$ cat config.mk
export PLATFORM = sky130hd
export DESIGN_NAME = ex_div_unit
export DESIGN_NICKNAME = d
export VERILOG_FILES = /design/src/rtl/ex_div_unit_pkg.sv /design/src/rtl/ex_div_unit_div_step.sv /design/src/rtl/ex_div_unit.sv
export SDC_FILE = /design/constraint.sdc
export NUM_CORES = 1
export LEC_CHECK = 0
export ABC_AREA = 0
export CAP_MARGIN = 40
export CORE_ASPECT_RATIO = 1.4
export CORE_UTILIZATION = 58
export CTS_BUF_LIST = sky130_fd_sc_hd__clkbuf_8 sky130_fd_sc_hd__clkbuf_16
export DETAILED_ROUTE_END_ITERATION = 7
export PLACE_DENSITY = 0.82
export SETUP_SLACK_MARGIN = 0.05
export SYNTH_ARGS = -nofsm -noshare
export SYNTH_HDL_FRONTEND = slang
export SYNTH_HIERARCHICAL = 1
export SYNTH_SLANG_ARGS = --single-unit
$ cat constraint.sdc
create_clock -name clk -period 6.2 [get_ports clk]
set_input_delay 0.93 -clock clk [delete_from_list [all_inputs] [get_ports clk]]
set_output_delay 0.93 -clock clk [all_outputs]
set_load 0.02 [all_outputs]
$ cat src/rtl/ex_div_unit_pkg.sv
// Shared definitions for the EX-stage iterative divider: state encoding and sizing helpers.
package ex_div_unit_pkg;

  localparam int DATA_BUS_WIDTH = 32;

  typedef logic [DATA_BUS_WIDTH-1:0] data_bus_t;

  typedef enum logic [1:0] {
    DIV_IDLE = 2'd0,
    DIV_RUN  = 2'd1,
    DIV_DONE = 2'd2
  } div_state_e;

  // Counter must hold 0..DATA_WIDTH-1 with headroom.
  function automatic int div_cnt_width(input int w);
    return $clog2(w) + 1;
  endfunction

endpackage

$ cat src/rtl/ex_div_unit_div_step.sv
// One restoring-division step: shift next dividend bit into the partial remainder, trial-subtract, select.
module ex_div_unit_div_step #(
  parameter int DATA_WIDTH = 32
) (
  input  logic [DATA_WIDTH-1:0] rem,
  input  logic [DATA_WIDTH-1:0] dvd,
  input  logic [DATA_WIDTH-1:0] dsr,
  output logic [DATA_WIDTH-1:0] rem_nxt,
  output logic [DATA_WIDTH-1:0] dvd_nxt
);

  logic [DATA_WIDTH:0]   shifted;
  logic [DATA_WIDTH+1:0] diff;
  logic                  ge;
  logic                  diff_unused;

  assign shifted     = {rem, dvd[DATA_WIDTH-1]};
  assign diff        = {1'b0, shifted} - {2'b00, dsr};
  assign ge          = ~diff[DATA_WIDTH+1];
  // A kept difference is always below the divisor, so its top bit is zero.
  assign diff_unused = diff[DATA_WIDTH];
  assign rem_nxt     = ge ? diff[DATA_WIDTH-1:0] : shifted[DATA_WIDTH-1:0];
  // Dividend register doubles as the quotient: bits shift out the top, quotient bits in the bottom.
  assign dvd_nxt     = {dvd[DATA_WIDTH-2:0], ge};

endmodule

$ cat src/rtl/ex_div_unit.sv
// Iterative radix-2 restoring divider for DIV/DIVU; quotient feeds LO, remainder feeds HI.
module ex_div_unit
  import ex_div_unit_pkg::*;
#(
  parameter int DATA_WIDTH = DATA_BUS_WIDTH
) (
  input  logic                  clk,
  input  logic                  rst,
  input  logic                  start,
  input  logic                  signed_div,
  input  logic [DATA_WIDTH-1:0] dividend,
  input  logic [DATA_WIDTH-1:0] divisor,
  input  logic                  cancel,
  input  logic                  stall_ex,
  output logic                  stall_req,
  output logic                  done,
  output logic [DATA_WIDTH-1:0] quotient,
  output logic [DATA_WIDTH-1:0] remainder
);

  localparam int             CW   = div_cnt_width(DATA_WIDTH);
  localparam logic [CW-1:0]  LAST = CW'(DATA_WIDTH - 1);

  div_state_e            state, state_nxt;
  logic [CW-1:0]         cnt;
  logic [DATA_WIDTH-1:0] rem_q, dvd_q, dsr_q, rem_nxt, dvd_nxt;
  logic [DATA_WIDTH-1:0] a_mag, b_mag;
  logic                  a_neg, b_neg, q_neg, r_neg;
  logic                  go, div0, step, fin;

  assign a_neg = signed_div & dividend[DATA_WIDTH-1];
  assign b_neg = signed_div & divisor[DATA_WIDTH-1];
  // Most negative value negates to itself, which read unsigned is the correct magnitude.
  assign a_mag = a_neg ? -dividend : dividend;
  assign b_mag = b_neg ? -divisor  : divisor;

  assign step = (state == DIV_RUN) & ~cancel;
  assign fin  = step & (cnt == LAST);

  always_comb begin
    state_nxt = state;
    go        = 1'b0;
    div0      = 1'b0;
    stall_req = 1'b0;
    done      = 1'b0;
    case (state)
      DIV_IDLE: begin
        if (start && !cancel) begin
          stall_req = 1'b1;
          if (divisor == '0) begin
            div0      = 1'b1;
            state_nxt = DIV_DONE;
          end else begin
            go        = 1'b1;
            state_nxt = DIV_RUN;
          end
        end
      end
      DIV_RUN: begin
        stall_req = ~cancel;
        if (cancel)   state_nxt = DIV_IDLE;
        else if (fin) state_nxt = DIV_DONE;
      end
      DIV_DONE: begin
        done = 1'b1;
        if (cancel || !stall_ex) state_nxt = DIV_IDLE;
      end
      default: state_nxt = DIV_IDLE;
    endcase
  end

  always_ff @(posedge clk or negedge rst) begin
    if (!rst) state <= DIV_IDLE;
    else      state <= state_nxt;
  end

  ex_div_unit_div_step #(.DATA_WIDTH(DATA_WIDTH)) u_step (
    .rem     (rem_q),
    .dvd     (dvd_q),
    .dsr     (dsr_q),
    .rem_nxt (rem_nxt),
    .dvd_nxt (dvd_nxt)
  );

  always_ff @(posedge clk or negedge rst) begin
    if (!rst) begin
      cnt   <= '0;
      rem_q <= '0;
      dvd_q <= '0;
      dsr_q <= '0;
      q_neg <= 1'b0;
      r_neg <= 1'b0;
    end else if (go) begin
      cnt   <= '0;
      rem_q <= '0;
      dvd_q <= a_mag;
      dsr_q <= b_mag;
      q_neg <= a_neg ^ b_neg;
      r_neg <= a_neg;
    end else if (step) begin
      cnt   <= cnt + 1'b1;
      rem_q <= rem_nxt;
      dvd_q <= dvd_nxt;
    end
  end

  // Results are written only when DONE is entered, so they stay stable while EX is held.
  always_ff @(posedge clk or negedge rst) begin
    if (!rst) begin
      quotient  <= '0;
      remainder <= '0;
    end else if (div0) begin
      quotient  <= '1;
      remainder <= dividend;
    end else if (fin) begin
      quotient  <= q_neg ? -dvd_nxt : dvd_nxt;
      remainder <= r_neg ? -rem_nxt : rem_nxt;
    end
  end

endmodule

==> reports/metrics.yaml <==
floorplanning:
  die_h_um: 176
  num_rows: 63
  top_level_ports: 136
  dieArea_um2: 22300
  die_w_um: 127
  coreArea_um2: 21300
  initial_core_util_pct: 59.2
cts:
  cts_buffers: 17
  cts-root-buf: "clkbuf_16"
  post_cts_resized: 0
  cts_buffer_depth: 2
  cts.clk_slew.worst_paths_ns: 0.07
  cts_setup_buffers: 0
  clk-insertion-delay-late_ns: 0.45
  cts.sink_count: 170
  htreeDepth: 4
  ctsHoldBuffers: 0
  cts_tree: "done"
placed_design:
  place_ws_ns: 1.22
  portBuffers: 135
  dp_hpwl_um: 27600
  gp_congestion: 0.935
sta:
  finalWorstSetupSlack_ns: 1.12
  maxSlewViolCount: 0
  fmax_mhz: 197
  post-route-period-util_pct: 81.9
  worst_slew_pin_slew_ns: 1.00
  setup_viol: 0
  report.final.hold_viol_count: 0
  finClkSkew_ns: 0.0109
  tns_ns: 0
  post-route-min-period_ns: 5.08
  rsz0062_at_grt: "false"
  maxSlewHeadroom_pct: 33.3
detailed_routing:
  viasPerCell: 6.56
  drtPass1Iterations: 5
  drtIter0Drc: 927
  routed_wl_um: 37300
  ant_nets: 0
  vias: 11400
  wl_per_cell_um: 21.4
  drc: 0
job:
  maxCapViolCount: 0
worst_setup_path:
  crit_chain: "ha_1 > a21oi_1 > nand2_1 > o21ai_1 > a311oi_2 > nor3_4 > buf_4 > o21ai_0 > or4_4 > or4b_4 > o41ai_4 > xnor2_1 > a221o_1"
  crit_family: "simple AND/OR/NAND/NOR gates"
  slowest_stage: "or4b_4"
  end_kind: "register"
  worst-setup-path-type: "reg2reg"
  cp.arrival_ns: 5.41
  worstPathBufferInverterCount: 1
  slowest_delay_ns: 0.67
  reg2reg_slack_ns: 1.12
  cp-start-kind: "register"
  cp_max_fo: 37
  crit_required_ns: 6.53
logic_synthesis:
  netlist_instances: 1408
  synth-edff-count: 0
  syn_nets: 1516
  synth.area.top_cells: "dfrtp_1 (34%), a21oi_1 (5.1%), xnor2_1 (4.9%), mux2i_1 (4.9%), xor2_1 (4.9%)"
  yosysWarnings: 6
  yosysTopAreaCellShare_pct: 33.8
  yosysTopAreaCell: "dfrtp_1"
  yosysMostFrequentCell: "dfrtp_1"
  syn_avg_cell_area_um2: 8.95
  yosys-top-cells-count: "dfrtp_1 (170), nand2_1 (146), a21oi_1 (128)"
  ys.flop_type: "dfrtp_1"
  async_reset_ff_share_pct: 100
  synthesis.area_um2: 12600
  synth-seq-area-share_pct: 33.8
  ys_seq_elements: 170
  synth.distinct_cells: 88
status:
  outcome: "complete, no violations"
grt:
  gr-total-overflow: 0
  grtUsageTotal_pct: 34.0
  grt_pass1_wl_um: 58500
  grt_antenna_before_repair: 0
  grt_pass1_vias: 11200
  grt_max_degree: 84
finish:
  finalCoreUtilization_pct: 68.3
  syn_to_final_growth_pct: 15.3
  diodes: 0
  final_nets: 1577
  drive_gt1_share_pct: 8.71
power:
  irDropWorstVdd_mv: 0.189
  leakage_nw: 6.32
  power_density_nw_per_um2: 286
worst_hold_path:
  hold_path.class: "in2async"
[area by class of cell]
cell class / instances / area (µm²)
sequential: 170 / 4250
inverter: 58 / 218
multi-input combinational: 1058 / 7510
tap: 260 / 325
clock inverter: 11 / 168
clock buffer: 20 / 467
fill: 1711 / 6750
timing repair buffer: 164 / 1590
[registers in the layout (all words and copies together), names as in the netlist]
| signal | count |
|---|---|
| remainder | 32 |
| rem_q | 32 |
| state | 2 |
| dvd_q | 32 |
| q_neg | 1 |
| cnt | 6 |
| quotient | 32 |
| r_neg | 1 |
| dsr_q | 32 |
[worst register-to-register path, cell delays in order (launching register included)]
cell      delay (ns)
dfrtp_1         0.40
ha_1            0.43
a21oi_1         0.25
nand2_1         0.11
o21ai_1         0.31
a311oi_2        0.18
nor3_4          0.51
buf_4           0.47
o21ai_0         0.39
or4_4           0.60
or4b_4          0.67
o41ai_4         0.25
xnor2_1         0.11
a221o_1         0.31
[worst paths after layout]
kind	startpoint	cells past startpoint	end
worst max-delay path	rem_q[3]$_DFFE_PN0P_	13	remainder[25]$_DFFE_PN0P_
worst min-delay path	rst	1	dvd_q[16]$_DFFE_PN0P_
worst max register to register	rem_q[3]$_DFFE_PN0P_	13	remainder[25]$_DFFE_PN0P_
worst min register to register	dsr_q[31]$_DFFE_PN0P_	1	dsr_q[31]$_DFFE_PN0P_
max in group asynchronous	rst	2	rem_q[5]$_DFFE_PN0P_
min in group clk	dsr_q[31]$_DFFE_PN0P_	1	dsr_q[31]$_DFFE_PN0P_
[logic make-up after synthesis]
logic type	share of synthesized area [%]
AO/OA/AOI/OAI	23.6
buffers and inverters	6.97
flip-flops	33.8
adder cells (fa/ha/maj)	3.83
AND/OR/NAND/NOR	15.9
XOR/XNOR	9.80
multiplexers	6.14
[power breakdown]
part	total (mW)	internal, mW	switching (mW)
Sequential	1.45	1.26	0.194
Clock	1.18	0.704	0.473
Combinational	1.52	0.612	0.908
Total	4.15	2.58	1.57
[cell usage in the layout (no fill, tap or decap), types with 37 or more instances in the layout]
master,netlist,layout
mux2i_1,62,62
xnor2_1,71,71
a21oi_1,128,128
nand2_1,146,146
inv_1,56,57
ha_1,37,37
dfrtp_1,170,170
xor2_1,70,70
nor2_1,73,73
o21ai_0,52,52
clkdlybuf4s50_1,0,134
[layer usage]
metal | part of all wire [%] | GRT usage (%) | vias to the layer above
li1 | - | - | 5250
met1 | 37 | 36.9 | 5525
met2 | 49 | 58.1 | 490
met3 | 5.3 | 5.52 | 152
met4 | 8.2 | 28.4 | 0
met5 | 0 | 0 | -
[stage by stage]
step                      instances  hold slack, ns  instance area (µm²)  power, mW
after floorplan                1408           0.466                12600       2.72
after global placement         1705           0.484                13800       2.91
after detailed placement       1710           0.494                13900       2.95
after CTS                      1741           0.347                14500       4.13
after global routing           1741           0.352                14500       4.36
final                          1741           0.349                14500       4.15
Note: power is estimated with default switching activity, not from simulation.
